<file path="src/rtl/sr_latch_ctrl.sv">
// Sequencer for an active-low NAND SR latch: arbitrates set/reset requests,
// drives timed low pulses on S_n/R_n and verifies Q after a settle window.
module sr_latch_ctrl #(
    parameter int unsigned PULSE_CYCLES  = 2,
    parameter int unsigned SETTLE_CYCLES = 2,
    parameter int unsigned CNT_W         = 4
) (
    input  logic clk,
    input  logic rst_n,
    input  logic set_req,
    input  logic rst_req,
    input  logic err_clr,
    input  logic Q_fb,
    output logic S_n,
    output logic R_n,
    output logic busy,
    output logic ack,
    output logic ack_op,
    output logic q_state,
    output logic q_valid,
    output logic err
);

    typedef enum logic [1:0] {
        IDLE   = 2'd0,
        PULSE  = 2'd1,
        SETTLE = 2'd2,
        CHECK  = 2'd3
    } state_t;

    localparam logic [CNT_W-1:0] PULSE_LOAD  = CNT_W'(PULSE_CYCLES - 1);
    localparam logic [CNT_W-1:0] SETTLE_LOAD = CNT_W'(SETTLE_CYCLES - 1);
    localparam logic [CNT_W-1:0] CNT_ONE     = CNT_W'(1);

    state_t           state, state_nxt;
    logic [CNT_W-1:0] cnt, cnt_nxt;
    logic             op, op_nxt;
    logic             pref, pref_nxt;
    logic             s_n_nxt, r_n_nxt, busy_nxt;
    logic             ack_nxt, ack_op_nxt;
    logic             q_state_nxt, q_valid_nxt, err_nxt;

    // State and all outputs are registered together so S_n/R_n never glitch.
    always_ff @(posedge clk) begin
        if (!rst_n) begin
            state   <= IDLE;
            cnt     <= '0;
            op      <= 1'b0;
            pref    <= 1'b0;
            S_n     <= 1'b1;
            R_n     <= 1'b1;
            busy    <= 1'b0;
            ack     <= 1'b0;
            ack_op  <= 1'b0;
            q_state <= 1'b0;
            q_valid <= 1'b0;
            err     <= 1'b0;
        end else begin
            state   <= state_nxt;
            cnt     <= cnt_nxt;
            op      <= op_nxt;
            pref    <= pref_nxt;
            S_n     <= s_n_nxt;
            R_n     <= r_n_nxt;
            busy    <= busy_nxt;
            ack     <= ack_nxt;
            ack_op  <= ack_op_nxt;
            q_state <= q_state_nxt;
            q_valid <= q_valid_nxt;
            err     <= err_nxt;
        end
    end

    always_comb begin
        state_nxt   = state;
        cnt_nxt     = cnt;
        op_nxt      = op;
        pref_nxt    = pref;
        ack_nxt     = 1'b0;
        ack_op_nxt  = ack_op;
        q_state_nxt = q_state;
        q_valid_nxt = q_valid;
        err_nxt     = err_clr ? 1'b0 : err;

        case (state)
            IDLE: begin
                // pref holds the op opposite to the last one served
                if (set_req || rst_req) begin
                    state_nxt = PULSE;
                    cnt_nxt   = PULSE_LOAD;
                    if (set_req && rst_req) begin
                        op_nxt = pref;
                    end else begin
                        op_nxt = set_req;
                    end
                end
            end
            PULSE: begin
                if (cnt == '0) begin
                    state_nxt = SETTLE;
                    cnt_nxt   = SETTLE_LOAD;
                end else begin
                    cnt_nxt = cnt - CNT_ONE;
                end
            end
            SETTLE: begin
                if (cnt == '0) begin
                    state_nxt = CHECK;
                end else begin
                    cnt_nxt = cnt - CNT_ONE;
                end
            end
            CHECK: begin
                state_nxt  = IDLE;
                ack_nxt    = 1'b1;
                ack_op_nxt = op;
                pref_nxt   = ~op;
                // mismatch overrides a coincident err_clr
                if (Q_fb == op) begin
                    q_state_nxt = op;
                    q_valid_nxt = 1'b1;
                end else begin
                    err_nxt     = 1'b1;
                    q_valid_nxt = 1'b0;
                end
            end
            default: begin
                state_nxt = IDLE;
            end
        endcase

        s_n_nxt  = !((state_nxt == PULSE) && op_nxt);
        r_n_nxt  = !((state_nxt == PULSE) && !op_nxt);
        busy_nxt = (state_nxt != IDLE);
    end

endmodule

</file>
<file path="config.mk">
export PLATFORM = sky130hd
export DESIGN_NAME = sr_latch_ctrl
export DESIGN_NICKNAME = d
export VERILOG_FILES = /design/src/rtl/sr_latch_ctrl.sv
export SDC_FILE = /design/constraint.sdc
export NUM_CORES = 1
export LEC_CHECK = 0
export BUFFER_PORTS_ARGS = -buffer_cell sky130_fd_sc_hd__buf_4
export CORE_MARGIN = 1.5
export CORE_UTILIZATION = 52
export DETAILED_ROUTE_END_ITERATION = 12
export GPL_TIMING_DRIVEN = 1
export PLACE_DENSITY = 0.8
export SLEW_MARGIN = 25
export SYNTH_ARGS = -nofsm -noshare
export SYNTH_HDL_FRONTEND = slang
export SYNTH_SLANG_ARGS = --single-unit
</file>
<file path="constraint.sdc">
create_clock -name clk -period 1.9 [get_ports clk]
set_input_delay 0.38 -clock clk [delete_from_list [all_inputs] [get_ports clk]]
set_output_delay 0.38 -clock clk [all_outputs]
set_load 0.1 [all_outputs]
</file>
==> flow_summary.json, run 1 <==
{
  "hold_viol": 0,
  "fillers": 121,
  "die_h_microns": 42.34,
  "timing.fmax_mhz": 529.6,
  "dp_slack_ns": 0.07397,
  "holdWs_ns": 0.3695,
  "dpl.hpwl_mm": 1.203,
  "seq_area_frac_synth_pct": 39.81,
  "overflow": 0,
  "fin_crit_ns": 1.888,
  "cts_buffers": 3,
  "arrival_ns": 2.11,
  "max_slew_margin_pct": 72.75,
  "avgSynthCellArea_sq_um": 9.247,
  "nets": 119,
  "status": "finished, final reports clean",
  "vias": 691,
  "slew_viol_final": 0,
  "power.leakage_nw": 0.4146,
  "place_area_sq_um": 928.4,
  "cts_resized": 0,
  "slowest_delay_ns": 0.47,
  "seq_power_share_pct": 29.7,
  "viasPerCell": 5.758,
  "syn_inst": 87,
  "intPower_mw": 0.8447,
  "yosys_warnings": 0,
  "final_area_sq_um": 970.9,
  "drive_gt1_share_pct": 25.00,
  "crit_type": "reg -> reg",
  "first_iter_violations": 17,
  "core_area_sq_um": 1471,
  "end_kind": "flop",
  "max_slew.worst_pin.slew_ns": 0.4063,
  "synth_edf_count": 0,
  "worst_slack_ns": 0.01194,
  "placement.io_buffers": 13,
  "pwr-share-comb_pct": 55.8,
  "synth_fp_nets": 101,
  "syn_area_sq_um": 804.5,
  "setup_viol": 0,
  "path_buf_inv": 1,
  "cts_hold_buf": 0,
  "start_kind": "flop",
  "rows": 14,
  "rsz0062_at_grt": "true",
  "cp_cell_sequence": "inv_1 -> ha_1 -> nor3b_2 -> a221oi_2 -> or4b_1 -> a21oi_1",
  "crit_start": "cnt[0]",
  "die_w_microns": 42.34,
  "ys.flop_type": "dfxtp_1",
  "drv_cap": 0,
  "clock-sinks": 16,
  "async_reset_ff_share_pct": 0,
  "crit_required_ns": 2.12,
  "htree_levels": 1,
  "antennaDiodeCount": 0,
  "switching_share_pct": 46.39,
  "synth-seq-cells": 16,
  "globalplace.congestion": 0.8403,
  "detail-route-antenna-nets": 0,
  "critPathCapture": "cnt[1]",
  "path_delay_family": "simple AND/OR/NAND/NOR gates",
  "power_density_nw_per_um2": 1623,
  "die_area_sq_um": 1792,
  "clockBufferDepth": 2,
  "r2r_end": "cnt[1]",
  "r2r_start": "cnt[0]",
  "wl_per_cell_microns": 13.73,
  "ys_types": 33,
  "fin_skew_ns": 0.004989,
  "crit_fanout": 4,
  "fin_crit_sh_pct": 99.37,
  "drc": 0,
  "reg2reg_depth": 6,
  "hold_class": "in -> reg",
  "p_sw_mw": 0.7310,
  "firstDrtPassIters": 4,
  "clkPwrFrac_pct": 14.5,
  "r2r_slack_ns": 0.01,
  "wirelength_mm": 1.648,
  "top_level_ports": 14,
  "antenna_found_initial": 0,
  "syn_to_final_growth_pct": 20.68,
  "cp_slowest_cell": "or4b_1",
  "clk_pin_slew_ns": 0.10,
  "grt_pass1_wl_mm": 2.704,
  "post_cts_buffers": 0,
  "grt_max_degree": 11,
  "grt_pass1_vias": 602,
  "grt_usage_pct": 21.01,
  "initial_core_util_pct": 54.68,
  "cts_tree": "yes",
  "vdd_drop_max_uv": 909.3,
  "ctsRootBufferMaster": "clkbuf_4",
  "clkLatencyLatePin_ns": 0.29,
  "crit_cells": 6
}
[routing by layer]
| metal | GRT usage [%] | routed length (microns) |
|---|---|---|
| met1 | 25.61 | 769 |
| met2 | 30.46 | 740 |
| met3 | 6.897 | 86 |
| met4 | 15.63 | 51 |
| met5 | 0 | 0 |
[stage by stage]
step | util (%) | total power, mW | setup TNS, ns | std cells
3_5_place_dp | 63.10 | 1.332 | 0 | 116
5_1_grt | 65.99 | 1.669 | -0.05618 | 120
2_1_floorplan | - | 1.141 | 0 | 87
6_report | 65.99 | 1.576 | 0 | 120
3_3_place_gp | 63.10 | 1.310 | 0 | 116
4_1_cts | 65.56 | 1.560 | 0 | 120
[state kept, by name (all words and copies together), names as in the netlist]
name	flops
S_n	1
ack	1
op	1
cnt	4
R_n	1
q_valid	1
pref	1
ack_op	1
err	1
state	2
busy	1
q_state	1
[final cells by class]
type                       count  area [sq um]  area share (%)
inverter                       8         30.03           3.093
tap                           16         20.02           2.062
multi-input combinational     61         450.4           46.39
sequential                    16         321.6           33.12
timing repair buffer          15         112.6           11.60
clock buffer                   4         36.28           3.737
[worst min-delay path: stages]
cell      delay [ns]
buf_4           0.09
a31oi_1         0.10
nand3b_1        0.07
[logic make-up (layout without fill, tap and decap cells)]
| kind of cell | count (synthesis) | count (layout) | share of synthesized area, % |
|---|---|---|---|
| AO/OA/AOI/OAI | 26 | 26 | 22.39 |
| XOR/XNOR | 1 | 1 | 1.089 |
| adder cells (fa/ha/maj) | 8 | 8 | 12.44 |
| buffers and inverters | 10 | 27 | 4.820 |
| flip-flops | 16 | 16 | 39.81 |
| multiplexers | 2 | 2 | 2.488 |
| AND/OR/NAND/NOR | 24 | 24 | 16.95 |
[placed cells by master (no fill, tap or decap), types with 2 or more instances in the layout]
master,count
nand2_1,4
mux2i_1,2
ha_1,8
buf_4,15
inv_1,8
o21ai_0,5
dfxtp_1,15
a31oi_1,2
a21oi_1,6
and2_1,3
nor2_1,6
a211oi_1,2
clkbuf_4,3
o22ai_1,3
nor3_1,2
[cell usage after synthesis (3+ instances only)]
cell     instances  share of area [%]
nor2_1           6                2.8
nand2_1          4                1.9
dfxtp_1         16                 40
and2_1           3                2.3
ha_1             8                 12
o21ai_0          5                3.1
o22ai_1          3                2.3
inv_1            8                3.7
a21oi_1          6                3.7
[worst min path at each step]
stage               slack (ns)  depth (start not counted)        to  startpoint
floorplan                 0.46                          1    cnt[2]      cnt[2]
global placement          0.48                          2   q_state     q_state
detailed placement        0.49                          2   q_valid     q_valid
CTS                       0.37                          2      busy       rst_n
global route              0.39                          2  state[1]       rst_n
finish                    0.37                          3       S_n     rst_req
[power by group through the flow]
stage                     sequential [mW]  clock (mW)  combinational, mW
after floorplan                     0.678           0              0.462
after global placement              0.471           0              0.839
after detailed placement            0.470           0              0.861
after CTS                           0.463       0.233              0.864
after global routing                0.479       0.244              0.946
final                               0.468       0.229              0.879
No activity file was read; power rests on OpenSTA's default activity.
==> inputs of run 2 (changes only) <==
--- a/config.mk
+++ b/config.mk
@@ -7,10 +7,10 @@
 export LEC_CHECK = 0
 export BUFFER_PORTS_ARGS = -buffer_cell sky130_fd_sc_hd__buf_4
 export CORE_MARGIN = 1.5
-export CORE_UTILIZATION = 52
+export CORE_UTILIZATION = 47
 export DETAILED_ROUTE_END_ITERATION = 12
 export GPL_TIMING_DRIVEN = 1
-export PLACE_DENSITY = 0.8
+export PLACE_DENSITY = 0.79
 export SLEW_MARGIN = 25
 export SYNTH_ARGS = -nofsm -noshare
 export SYNTH_HDL_FRONTEND = slang
==> constraint.sdc (replaced) <==
create_clock -name clk -period 1.6 [get_ports clk]
set_input_delay 0.32 -clock clk [delete_from_list [all_inputs] [get_ports clk]]
set_output_delay 0.32 -clock clk [all_outputs]
set_load 0.1 [all_outputs]
==> flow_summary.json, run 2 (synthesis gave the netlist of run 1 again) <==
{
  "status": "complete, but fails checks",
  "violations": "setup timing",
  "antennaDiodeCount": 0,
  "grt_max_degree": 10,
  "wl_per_cell_microns": 13.46,
  "grt_pass1_vias": 713,
  "drive_gt1_share_pct": 46.28,
  "fin_crit_sh_pct": 105.1,
  "syn_to_final_growth_pct": 42.77,
  "tns_ns": -0.1620,
  "drc": 0,
  "globalplace.congestion": 0.9018,
  "rows": 14,
  "dpl.hpwl_mm": 1.338,
  "timing.fmax_mhz": 594.9,
  "regMostFlops": "cnt",
  "max_slew_margin_pct": 78.27,
  "power.leakage_nw": 0.5024,
  "worst_slack_ns": -0.08108,
  "detail-route-antenna-nets": 0,
  "min-delay-start": "rst_req",
  "top_level_ports": 14,
  "placed_cells": 130,
  "r2r_start": "cnt[0]",
  "viasPerCell": 5.438,
  "end_kind": "flop",
  "clk_pin_slew_ns": 0.09,
  "overflow": 0,
  "final_cell_mix": "buf_4 (32), dfxtp_1 (12), inv_1 (6), nor2_1 (6)",
  "die_area_sq_um": 1969,
  "r2r_slack_ns": -0.08,
  "arrival_ns": 1.89,
  "core_area_sq_um": 1559,
  "holdWs_ns": 0.3402,
  "nets": 136,
  "placement.io_buffers": 13,
  "top_layer_used": "met4",
  "clock-sinks": 16,
  "largest_registers": "cnt (4), state (2)",
  "die_w_microns": 44.38,
  "start_kind": "flop",
  "slew_viol_final": 0,
  "power_density_nw_per_um2": 1930,
  "crit_required_ns": 1.81,
  "crit_fanout": 2,
  "crit_start": "cnt[0]",
  "clkLatencyLatePin_ns": 0.28,
  "cts_buffers": 3,
  "initial_core_util_pct": 51.61,
  "grt_usage_pct": 20.56,
  "clockBufferDepth": 2,
  "hold_viol": 0,
  "stdcell_count": 137,
  "final_common_cell": "buf_4",
  "crit_type": "reg -> reg",
  "largest_reg_flops": 4,
  "firstDrtPassIters": 6,
  "ctsRootBufferMaster": "clkbuf_4",
  "vdd_drop_max_uv": 1278,
  "met2_length_microns": 889,
  "max_slew.worst_pin.slew_ns": 0.3248,
  "wl_met1_microns": 855,
  "grt_pass1_wl_mm": 2.967,
  "first_iter_violations": 22,
  "rsz0062_at_grt": "true",
  "die_h_microns": 44.38,
  "cts_tree": "yes",
  "fin_skew_ns": 0.001441,
  "fin_crit_ns": 1.681,
  "hold_class": "in -> reg",
  "wirelength_mm": 1.844,
  "cts_hold_buf": 0,
  "drv_cap": 0,
  "antenna_found_initial": 0,
  "htree_levels": 1,
  "vias": 745,
  "wl_met3_microns": 80,
  "setup_viol": 4
}
## run 2: final timing paths
check | endpoint | cells after the start
worst max-delay path | cnt[1] | 6
worst min-delay path | S_n | 3
worst max register to register | cnt[1] | 6
worst min register to register | q_state | 2
## run 2: repair_timing
action,CTS,global route
resized for setup,5,5
buffers inserted,2,1
pin swaps,2,1
setup endpoints to repair,3,7
## run 2: final cells by class
type                       count  area (sq um)
inverter                       8         30.03
fill                         107         410.4
timing repair buffer          32         240.2
clock buffer                   4         36.28
sequential                    16         325.3
tap                           16         20.02
multi-input combinational     61         496.7
## run 2: critical path, cell delays in order, from the launching register on
cell	delay, ns
dfxtp_2	0.35
inv_2	0.05
ha_4	0.15
nor3b_2	0.16
a221oi_2	0.27
or4b_4	0.51
a21oi_2	0.14
## run 2: per-stage QoR
stage	cell area (sq um)	worst slack [ns]	total power, mW	util [%]
2_1_floorplan	824.5	-0.02744	1.376	-
3_3_place_gp	1054	-0.05264	1.767	67.58
3_5_place_dp	1054	-0.08440	1.797	67.58
4_1_cts	1125	-0.05452	2.127	72.15
5_1_grt	1149	-0.1400	2.358	73.68
6_report	1149	-0.08108	2.217	73.68
## run 2: layer usage
layer / track usage [%] / up-vias
li1: - / 381
met1: 26.70 / 335
met2: 32.94 / 27
met3: 1.224 / 2
met4: 13.33 / 0
met5: 0 / -
## run 2: report_power, final
group	switching, mW	internal (mW)
Combinational	0.804	0.598
Clock	0.124	0.138
Sequential	0.0553	0.496
